[config.mk]
export PLATFORM = sky130hd
export DESIGN_NAME = cdb_arbiter_flat
export DESIGN_NICKNAME = d
export VERILOG_FILES = /design/src/rtl/cdb_arbiter_if.sv /design/src/rtl/cdb_arbiter.sv /design/src/flat_wrapper.sv
export SDC_FILE = /design/constraint.sdc
export NUM_CORES = 1
export LEC_CHECK = 0
export CELL_PAD_IN_SITES_DETAIL_PLACEMENT = 1
export CELL_PAD_IN_SITES_GLOBAL_PLACEMENT = 2
export CORE_ASPECT_RATIO = 1.75
export CORE_UTILIZATION = 29
export CTS_BUF_LIST = sky130_fd_sc_hd__clkbuf_16
export CTS_CLUSTER_SIZE = 24
export DETAILED_ROUTE_END_ITERATION = 10
export PLACE_DENSITY_LB_ADDON = 0.1
export SYNTH_ARGS = -nofsm -noshare
export SYNTH_HDL_FRONTEND = slang
export SYNTH_SLANG_ARGS = --single-unit
[constraint.sdc]
create_clock -name clk -period 5.5 [get_ports clk]
set_input_delay 1.1 -clock clk [delete_from_list [all_inputs] [get_ports clk]]
set_output_delay 1.1 -clock clk [all_outputs]
set_load 0.02 [all_outputs]
[src/rtl/cdb_arbiter_if.sv]
// cdb_arbiter_if: FU result handshake plus CDB broadcast bundle shared by the FUs and the arbiter.
`ifndef ROB_TAG_LEN
`define ROB_TAG_LEN 6
`endif
`ifndef XLEN
`define XLEN 32
`endif
interface cdb_arbiter_if #(
    parameter int N_REQ = 4,
    parameter int TAG_W = `ROB_TAG_LEN,
    parameter int XLEN  = `XLEN,
    parameter int ID_W  = $clog2(N_REQ)
);
    logic                  flush;
    logic [N_REQ-1:0]      fu_valid;
    logic [N_REQ*TAG_W-1:0] fu_tag;
    logic [N_REQ*XLEN-1:0] fu_data;
    logic [N_REQ*XLEN-1:0] fu_target_pc;
    logic [N_REQ-1:0]      fu_mispredict;
    logic [N_REQ-1:0]      fu_ready;
    logic                  cdb_valid;
    logic [TAG_W-1:0]      cdb_tag;
    logic [XLEN-1:0]       cdb_data;
    logic [XLEN-1:0]       cdb_target_pc;
    logic                  cdb_mispredict;
    logic [ID_W-1:0]       cdb_grant_id;
    modport master (
        output flush, fu_valid, fu_tag, fu_data, fu_target_pc, fu_mispredict,
        input  fu_ready, cdb_valid, cdb_tag, cdb_data, cdb_target_pc, cdb_mispredict, cdb_grant_id
    );
    modport slave (
        input  flush, fu_valid, fu_tag, fu_data, fu_target_pc, fu_mispredict,
        output fu_ready, cdb_valid, cdb_tag, cdb_data, cdb_target_pc, cdb_mispredict, cdb_grant_id
    );
endinterface

[src/rtl/cdb_arbiter.sv]
// cdb_arbiter: one-entry slot per FU, one CDB grant per cycle (round-robin, or lowest index
// when CDB_ARB_FIXED_PRIO_EN is defined).
`ifndef ROB_TAG_LEN
`define ROB_TAG_LEN 6
`endif
`ifndef XLEN
`define XLEN 32
`endif
module cdb_arbiter #(
    parameter int N_REQ = 4,
    parameter int TAG_W = `ROB_TAG_LEN,
    parameter int XLEN  = `XLEN
) (
    input logic          clk,
    input logic          reset,
    cdb_arbiter_if.slave bus
);
    localparam int ID_W = $clog2(N_REQ);
    logic [N_REQ-1:0] slot_valid;
    logic [N_REQ-1:0] slot_mis;
    logic [TAG_W-1:0] slot_tag [N_REQ];
    logic [XLEN-1:0]  slot_data [N_REQ];
    logic [XLEN-1:0]  slot_pc [N_REQ];
    logic [N_REQ-1:0] grant;
    logic [ID_W-1:0]  base;
    logic [ID_W-1:0]  gid;
    logic             any;
`ifdef CDB_ARB_FIXED_PRIO_EN
    assign base = '0;
`else
    logic [ID_W-1:0] rr_ptr;
    assign base = rr_ptr;
    always_ff @(posedge clk) begin
        if (reset)
            rr_ptr <= '0;
        else if (any)
            rr_ptr <= (gid == ID_W'(N_REQ - 1)) ? '0 : gid + 1'b1;
    end
`endif
    // Scan from the far end back toward base so the last hit is the first valid slot in order.
    always_comb begin
        any = |slot_valid;
        gid = '0;
        for (int k = N_REQ - 1; k >= 0; k--) begin
            int idx;
            idx = int'(base) + k;
            idx = (idx >= N_REQ) ? idx - N_REQ : idx;
            if (slot_valid[idx])
                gid = ID_W'(idx);
        end
        grant = '0;
        grant[gid] = any;
    end
    assign bus.fu_ready       = ~slot_valid | grant;
    assign bus.cdb_valid      = any;
    assign bus.cdb_grant_id   = any ? gid : '0;
    assign bus.cdb_tag        = any ? slot_tag[gid] : '0;
    assign bus.cdb_data       = any ? slot_data[gid] : '0;
    assign bus.cdb_target_pc  = any ? slot_pc[gid] : '0;
    assign bus.cdb_mispredict = any & slot_mis[gid];
    always_ff @(posedge clk) begin
        for (int i = 0; i < N_REQ; i++) begin
            if (reset) begin
                slot_valid[i] <= 1'b0;
                slot_mis[i]   <= 1'b0;
                slot_tag[i]   <= '0;
                slot_data[i]  <= '0;
                slot_pc[i]    <= '0;
            end else if (bus.flush) begin
                slot_valid[i] <= 1'b0;
            end else if (bus.fu_valid[i] && (!slot_valid[i] || grant[i])) begin
                slot_valid[i] <= 1'b1;
                slot_mis[i]   <= bus.fu_mispredict[i];
                slot_tag[i]   <= bus.fu_tag[i*TAG_W +: TAG_W];
                slot_data[i]  <= bus.fu_data[i*XLEN +: XLEN];
                slot_pc[i]    <= bus.fu_target_pc[i*XLEN +: XLEN];
            end else if (grant[i]) begin
                slot_valid[i] <= 1'b0;
            end
        end
    end
endmodule
[src/flat_wrapper.sv]
// flat-port wrapper written by rule: the top's interface ports become plain ports
module cdb_arbiter_flat 
#(
    parameter int N_REQ = 4,
    parameter int TAG_W = `ROB_TAG_LEN,
    parameter int XLEN  = `XLEN
)
  (clk, reset, bus_flush, bus_fu_valid, bus_fu_tag, bus_fu_data, bus_fu_target_pc, bus_fu_mispredict, bus_fu_ready, bus_cdb_valid, bus_cdb_tag, bus_cdb_data, bus_cdb_target_pc, bus_cdb_mispredict, bus_cdb_grant_id);
  cdb_arbiter_if #(.N_REQ(N_REQ), .TAG_W(TAG_W), .XLEN(XLEN)) bus_i ();
  input logic clk;
  input logic reset;
  input wire logic [$bits(bus_i.flush)-1:0] bus_flush;
  input wire logic [$bits(bus_i.fu_valid)-1:0] bus_fu_valid;
  input wire logic [$bits(bus_i.fu_tag)-1:0] bus_fu_tag;
  input wire logic [$bits(bus_i.fu_data)-1:0] bus_fu_data;
  input wire logic [$bits(bus_i.fu_target_pc)-1:0] bus_fu_target_pc;
  input wire logic [$bits(bus_i.fu_mispredict)-1:0] bus_fu_mispredict;
  output wire logic [$bits(bus_i.fu_ready)-1:0] bus_fu_ready;
  output wire logic [$bits(bus_i.cdb_valid)-1:0] bus_cdb_valid;
  output wire logic [$bits(bus_i.cdb_tag)-1:0] bus_cdb_tag;
  output wire logic [$bits(bus_i.cdb_data)-1:0] bus_cdb_data;
  output wire logic [$bits(bus_i.cdb_target_pc)-1:0] bus_cdb_target_pc;
  output wire logic [$bits(bus_i.cdb_mispredict)-1:0] bus_cdb_mispredict;
  output wire logic [$bits(bus_i.cdb_grant_id)-1:0] bus_cdb_grant_id;
  assign bus_i.flush = bus_flush;
  assign bus_i.fu_valid = bus_fu_valid;
  assign bus_i.fu_tag = bus_fu_tag;
  assign bus_i.fu_data = bus_fu_data;
  assign bus_i.fu_target_pc = bus_fu_target_pc;
  assign bus_i.fu_mispredict = bus_fu_mispredict;
  assign bus_fu_ready = bus_i.fu_ready;
  assign bus_cdb_valid = bus_i.cdb_valid;
  assign bus_cdb_tag = bus_i.cdb_tag;
  assign bus_cdb_data = bus_i.cdb_data;
  assign bus_cdb_target_pc = bus_i.cdb_target_pc;
  assign bus_cdb_mispredict = bus_i.cdb_mispredict;
  assign bus_cdb_grant_id = bus_i.cdb_grant_id;
  cdb_arbiter #(.N_REQ(N_REQ), .TAG_W(TAG_W), .XLEN(XLEN)) u_core (.clk(clk), .reset(reset), .bus(bus_i));
endmodule
# After elaboration in Yosys (flattened, before gate mapping)
# Memories as Yosys holds them, arrays and structs flattened.
# Index checks and enable logic that the tools add are counted.
# word_totals
memories,3
ramBits,280
inputBits,291
word_cells,138
register_bits,10
# op_classes
reduce_logical,23
magnitude_cmp,10
muxes,67
add_sub_neg,8
bitwise,17
n_eq_ne,1
# mem_list
memory,words,width,read_ports,rd_clocked_by_memory_dff,write_ports,line_no,rtl
u_core.slot_data,4,32,1,0,4,cdb_arbiter.sv:22,logic [XLEN-1:0] slot_data [N_REQ];
u_core.slot_pc,4,32,1,0,4,cdb_arbiter.sv:23,logic [XLEN-1:0] slot_pc [N_REQ];
u_core.slot_tag,4,6,1,0,4,cdb_arbiter.sv:21,logic [TAG_W-1:0] slot_tag [N_REQ];
# op_table
cell,n
two-way mux 32 bit,14
"less-than comparator 32 x 4 -> 1 bit, second input constant",4
"greater-or-equal comparator 32 x 4 -> 1 bit, second input constant",3
"subtractor 32 x 4 -> 32 bit, second input constant",3
two-way mux 1 bit,36
two-way mux 6 bit,5
two-way mux 2 bit,6
OR 1 bit,12
binary-select mux 1 bit (select 2 bit),5
AND reduction 2 bit,4
nonzero test 2 bit,4
"adder 2 x 2 -> 3 bit, second input constant",2
logical AND 1 bit,5
AND 4 bit,1
logical NOT 1 bit,4
logical OR 1 bit,4
NOT 4 bit,1
OR 4 bit,1
OR reduction 4 bit,1
"subtractor 2 x 3 -> 4 bit, second input constant",1
"adder 2 x 1 -> 3 bit, second input constant",1
"greater-or-equal comparator 2 x 3 -> 1 bit, second input constant",1
"less-than comparator 2 x 3 -> 1 bit, second input constant",1
"adder 2 x 1 -> 2 bit, second input constant",1
other kinds (6),6

# Depth between registers and ports, before layout
# logic_depth
ltp_word,22
mapped_depth,14

# Worst setup path after synthesis
# No wires, ideal clock.
# synth_timing
path_kind,register to register
from,register u_core.slot_valid[2]
to,memory u_core.slot_data[3][0] (netlist bit) (enable)
n_path_buf,2
slack_ns,-0.044
setup_ns,0.514
path_stages_with_launch,11
arrival_ns,5.030
period_less_slack_ns,5.544
path_cell_list,dfxtp_1 clkbuf_1 nor2_1 a21oi_1 o211ai_1 buf_2 inv_1 ha_1 nand2b_1 nand2_1 o21bai_1
# synth_rtl
item,line_no,rtl
"start, declared",cdb_arbiter.sv:19,logic [N_REQ-1:0] slot_valid;
"start signal, assigned by index",cdb_arbiter.sv:64,slot_valid[i] <= 1'b0;
"start signal, assigned by index",cdb_arbiter.sv:70,slot_valid[i] <= 1'b0;
"start signal, assigned by index",cdb_arbiter.sv:72,slot_valid[i] <= 1'b1;
"end, declared",cdb_arbiter.sv:22,

# Worst setup path after layout
# layout_timing
from,"register u_core.rr_ptr[0], in the netlist u_core.base[0]"
to,output port bus_cdb_tag[1]
# layout_between
elab_chain_len,12
# layout_rtl
item,line_no,rtl
"start, declared",cdb_arbiter.sv:31,logic [ID_W-1:0] rr_ptr;
"start signal, assigned",cdb_arbiter.sv:37,rr_ptr <= (gid == ID_W'(N_REQ - 1)) ? '0 : gid + 1'b1;
adder 2 x 2 -> 3 bit,cdb_arbiter.sv:46,idx = int'(base) + k;
subtractor 32 x 4 -> 32 bit / greater-or-equal comparator 32 x 4 -> 1 bit (equally long branches),cdb_arbiter.sv:47,idx = (idx >= N_REQ) ? idx - N_REQ : idx;
two-way mux 32 bit,cdb_arbiter.sv:47,
binary-select mux 1 bit (select 2 bit),cdb_arbiter.sv:48,if (slot_valid[idx])
two-way mux 1 bit (implied by the code) (2 in series),cdb_arbiter.sv:48,
two-way mux 2 bit (3 in series),cdb_arbiter.sv:48,
two-way mux 2 bit (*),cdb_arbiter.sv:48,
memory read (4 x 6 bit) (*),n/a,
two-way mux 6 bit (*),cdb_arbiter.sv:57,assign bus.cdb_tag = any ? slot_tag[gid] : '0;
"end, declared",flat_wrapper.sv:20,output wire logic [$bits(bus_i.cdb_tag)-1:0] bus_cdb_tag;
# Every way passes the cells marked *; elsewhere a longest branch is shown, timed or not. The select of a mux whose other input is x is not followed.

==> run_summary.xml <==
<?xml version="1.0" encoding="UTF-8"?>
<metrics>
  <group name="timing">
    <metric name="max-slew-margin-rel" unit="%">31.5</metric>
    <metric name="rsz_0062_raised_after_global_routing" unit="">false</metric>
    <metric name="drv_slew" unit="">0</metric>
    <metric name="hold_violations" unit="">0</metric>
    <metric name="fin_worst_skew" unit="ns">0.0111</metric>
    <metric name="period_share" unit="%">86.8</metric>
    <metric name="layout_min_cycle_time" unit="ns">4.78</metric>
    <metric name="setup-violations-final" unit="">0</metric>
    <metric name="finalSetupTns" unit="ns">0</metric>
    <metric name="maxClockFrequency" unit="GHz">0.209</metric>
    <metric name="tightestPinTransition" unit="ns">1.03</metric>
  </group>
  <group name="floorplan">
    <metric name="start_util" unit="%">29.5</metric>
    <metric name="floorplan.rows" unit="">103</metric>
    <metric name="core_area" unit="um2">45200</metric>
    <metric name="i_o_pin_cnt" unit="">369</metric>
    <metric name="floorplan.die.height" unit="um">286</metric>
    <metric name="die_w" unit="um">164</metric>
    <metric name="fp.dieArea" unit="um2">47000</metric>
  </group>
  <group name="global_routing">
    <metric name="grt_pass1_wl" unit="um">63100</metric>
    <metric name="grt_util_all_layers" unit="%">18.6</metric>
    <metric name="grt-ovfl-total" unit="">0</metric>
    <metric name="number_of_antenna_violations_at_the_first_check_in_global_routing" unit="">7</metric>
    <metric name="maximum_number_of_pins_on_one_net_before_global_route_repair" unit="">103</metric>
    <metric name="grt_pass1_vias" unit="">9789</metric>
  </group>
  <group name="route">
    <metric name="first_iter_violations" unit="">309</metric>
    <metric name="overall_via_count_from_detail_route" unit="">8711</metric>
    <metric name="drt_drc_violations_left" unit="">0</metric>
    <metric name="routed_wire_length_per_instance" unit="um">23.2</metric>
    <metric name="wirelength" unit="um">43800</metric>
    <metric name="detail_route.vias_per_cell" unit="">4.62</metric>
    <metric name="route.antenna.remaining_nets" unit="">0</metric>
    <metric name="drt-pass1-iter-count" unit="">4</metric>
  </group>
  <group name="logic_synthesis">
    <metric name="yosys_warnings" unit="">0</metric>
    <metric name="synth_cell_type_count" unit="">38</metric>
    <metric name="seq_area_frac_synth" unit="%">64.4</metric>
    <metric name="synth-edff-count" unit="">280</metric>
    <metric name="synth_area_per_cell" unit="um2">14.4</metric>
    <metric name="synth_cells" unit="">926</metric>
    <metric name="asyncSetResetFlopFracSynth" unit="%">0</metric>
    <metric name="post_synth_instance_area" unit="um2">13400</metric>
    <metric name="ys.flop_type" unit="">edfxtp_1</metric>
    <metric name="syn-num-nets" unit="">1218</metric>
    <metric name="ys_seq_elements" unit="">290</metric>
  </group>
  <group name="status">
    <metric name="run_status" unit="">finished, final reports clean</metric>
  </group>
  <group name="placed_design">
    <metric name="port-buffer-count" unit="">368</metric>
    <metric name="detailed_place.area" unit="um2">17600</metric>
    <metric name="gp_congestion" unit="">0.753</metric>
    <metric name="dp_hpwl" unit="um">29200</metric>
  </group>
  <group name="min_path">
    <metric name="holdCritPathClass" unit="">reg2reg</metric>
  </group>
  <group name="layout">
    <metric name="drive_gt1_share" unit="%">9.81</metric>
    <metric name="area.growth.synth_to_final" unit="%">39.6</metric>
    <metric name="number_of_inserted_filler_cells_in_the_final_layout" unit="">4680</metric>
    <metric name="core_occupancy_in_the_finished_layout" unit="%">41.2</metric>
    <metric name="final-seq-area" unit="um2">8610</metric>
    <metric name="final_common_cell" unit="">clkdlybuf4s50_1</metric>
    <metric name="postLayoutCellArea" unit="um2">18700</metric>
    <metric name="multi_input_area" unit="um2">4360</metric>
    <metric name="final_cell_mix" unit="">368 x clkdlybuf4s50_1, 280 x and2_1, 280 x edfxtp_1</metric>
    <metric name="final_net_count" unit="">1575</metric>
  </group>
  <group name="worst_setup_path">
    <metric name="end_kind" unit="">primary output</metric>
    <metric name="cp-start-kind" unit="">register</metric>
    <metric name="crit_required" unit="ns">4.40</metric>
    <metric name="critical-path-slowest-cell" unit="">clkdlybuf4s50_1</metric>
    <metric name="cp.arrival" unit="ns">3.68</metric>
    <metric name="critical_path.max_stage_delay" unit="ns">0.67</metric>
    <metric name="timing.critical_path.fanout_max" unit="">102</metric>
    <metric name="cp_common_cell" unit="">mux2i_1</metric>
    <metric name="cp_cell_sequence" unit="">mux2i_1 &gt; a221oi_4 &gt; buf_12 &gt; mux2i_1 &gt; o22ai_1 &gt; clkdlybuf4s50_1</metric>
    <metric name="worstSetupPathType" unit="">reg2out</metric>
  </group>
  <group name="clock_tree">
    <metric name="cts.reportedPaths.clkPinSlew" unit="ns">0.07</metric>
    <metric name="cts_buffers" unit="">30</metric>
    <metric name="hold_fix_buffers_cts" unit="">0</metric>
    <metric name="clk_latency" unit="ns">0.57</metric>
    <metric name="cts_tree" unit="">done</metric>
    <metric name="clock_tree_root_driver_cell" unit="">clkbuf_16</metric>
    <metric name="number_of_setup_buffers_added_after_cts" unit="">0</metric>
    <metric name="post_cts_repair_resize_count" unit="">0</metric>
    <metric name="ctsLongestPathBuffers" unit="">3</metric>
    <metric name="h-tree-depth" unit="">1</metric>
    <metric name="numClockSinks" unit="">290</metric>
  </group>
  <group name="pwr">
    <metric name="vdd_ir_drop_max" unit="V">0.000179</metric>
    <metric name="leakagePower" unit="uW">0.00666</metric>
    <metric name="p_per_area" unit="nW/um2">298</metric>
  </group>
  <group name="run">
    <metric name="timing.max_cap.violations" unit="">0</metric>
  </group>
</metrics>
==> stage by stage <==
| step | total power, uW | setup WS, ns | hold WS [ns] | std cells |
|---|---|---|---|---|
| floorplan | 3070 | 1.45 | 0.445 | 926 |
| global placement | 3520 | 1.41 | 0.461 | 1828 |
| detailed placement | 3530 | 1.37 | 0.477 | 1828 |
| CTS | 5650 | 0.725 | 0.487 | 1882 |
| global route | 5760 | 0.622 | 0.527 | 1886 |
| finish | 5560 | 0.724 | 0.479 | 1887 |
==> logic make-up after synthesis <==
family / after synthesis / share of synthesized area, %
simple gates: 315 / 14.4
flops: 290 / 64.4
mux: 145 / 10.9
compound gates: 97 / 6.88
buf+inv: 78 / 3.39
fa+ha+maj: 1 / 0.0936
==> routing by layer <==
layer	global-route usage, %	wire, um	up-vias
met5	0	41	-
li1	-	-	4071
met2	35.9	24300	273
met3	4.03	2690	71
met1	19.0	15400	4290
met4	6.62	1260	6
==> final cells by class <==
| type | instances | share of cell area, % |
|---|---|---|
| Antenna cell | 5 | 0.0671 |
| Clock buffer | 31 | 4.16 |
| Clock inverter | 23 | 1.17 |
| Inverter | 11 | 0.221 |
| Multi-Input combinational cell | 558 | 23.4 |
| Sequential cell | 290 | 46.1 |
| Tap cell | 577 | 3.87 |
| Timing Repair Buffer | 392 | 21.0 |
==> final timing paths <==
| check | from | slack (ns) | depth (start not counted) | end |
|---|---|---|---|---|
| max | u_core.base[0] | 0.72 | 6 | bus_cdb_tag[1] |
| min | u_core.slot_mis[1] | 0.48 | 2 | u_core.slot_mis[1] |
| max reg2reg | u_core.base[0] | 2.24 | 12 | u_core.slot_pc[3][2] |
| min reg2reg | u_core.slot_mis[1] | 0.48 | 2 | u_core.slot_mis[1] |
==> critical path, delay by kind of cell, from the launching register on <==
family / cells / cell delay (ns)
AOI/OAI and AO/OA: 2 / 0.74
buffers and inverters: 2 / 1.25
DFF: 1 / 0.56
muxes: 2 / 0.39
==> where the power goes <==
| group | switching (uW) | internal [uW] | total (uW) |
|---|---|---|---|
| registers | 45.5 | 2580 | 2620 |
| clock network | 894 | 1200 | 2100 |
| logic | 412 | 426 | 838 |
==> flip-flops by register name, summed over array words and instances, names as in the netlist <==
register / cells
u_core.slot_data: 128
u_core.base: 2
u_core.slot_tag: 24
u_core.slot_valid: 4
u_core.slot_pc: 128
u_core.slot_mis: 4
==> cells in the mapped netlist, types with 8 or more instances <==
cell type,instances,area [um2]
clkbuf_1,29,109
clkbuf_2,9,45.0
edfxtp_1,280,8410
buf_2,12,60.1
a21oi_1,8,40.0
nor2_1,14,52.6
mux2i_1,145,1450
o22ai_1,26,163
dfxtp_1,10,200
inv_1,11,41.3
and2_1,280,1750
o22ai_2,45,563
(Power assumes the default switching activity.)
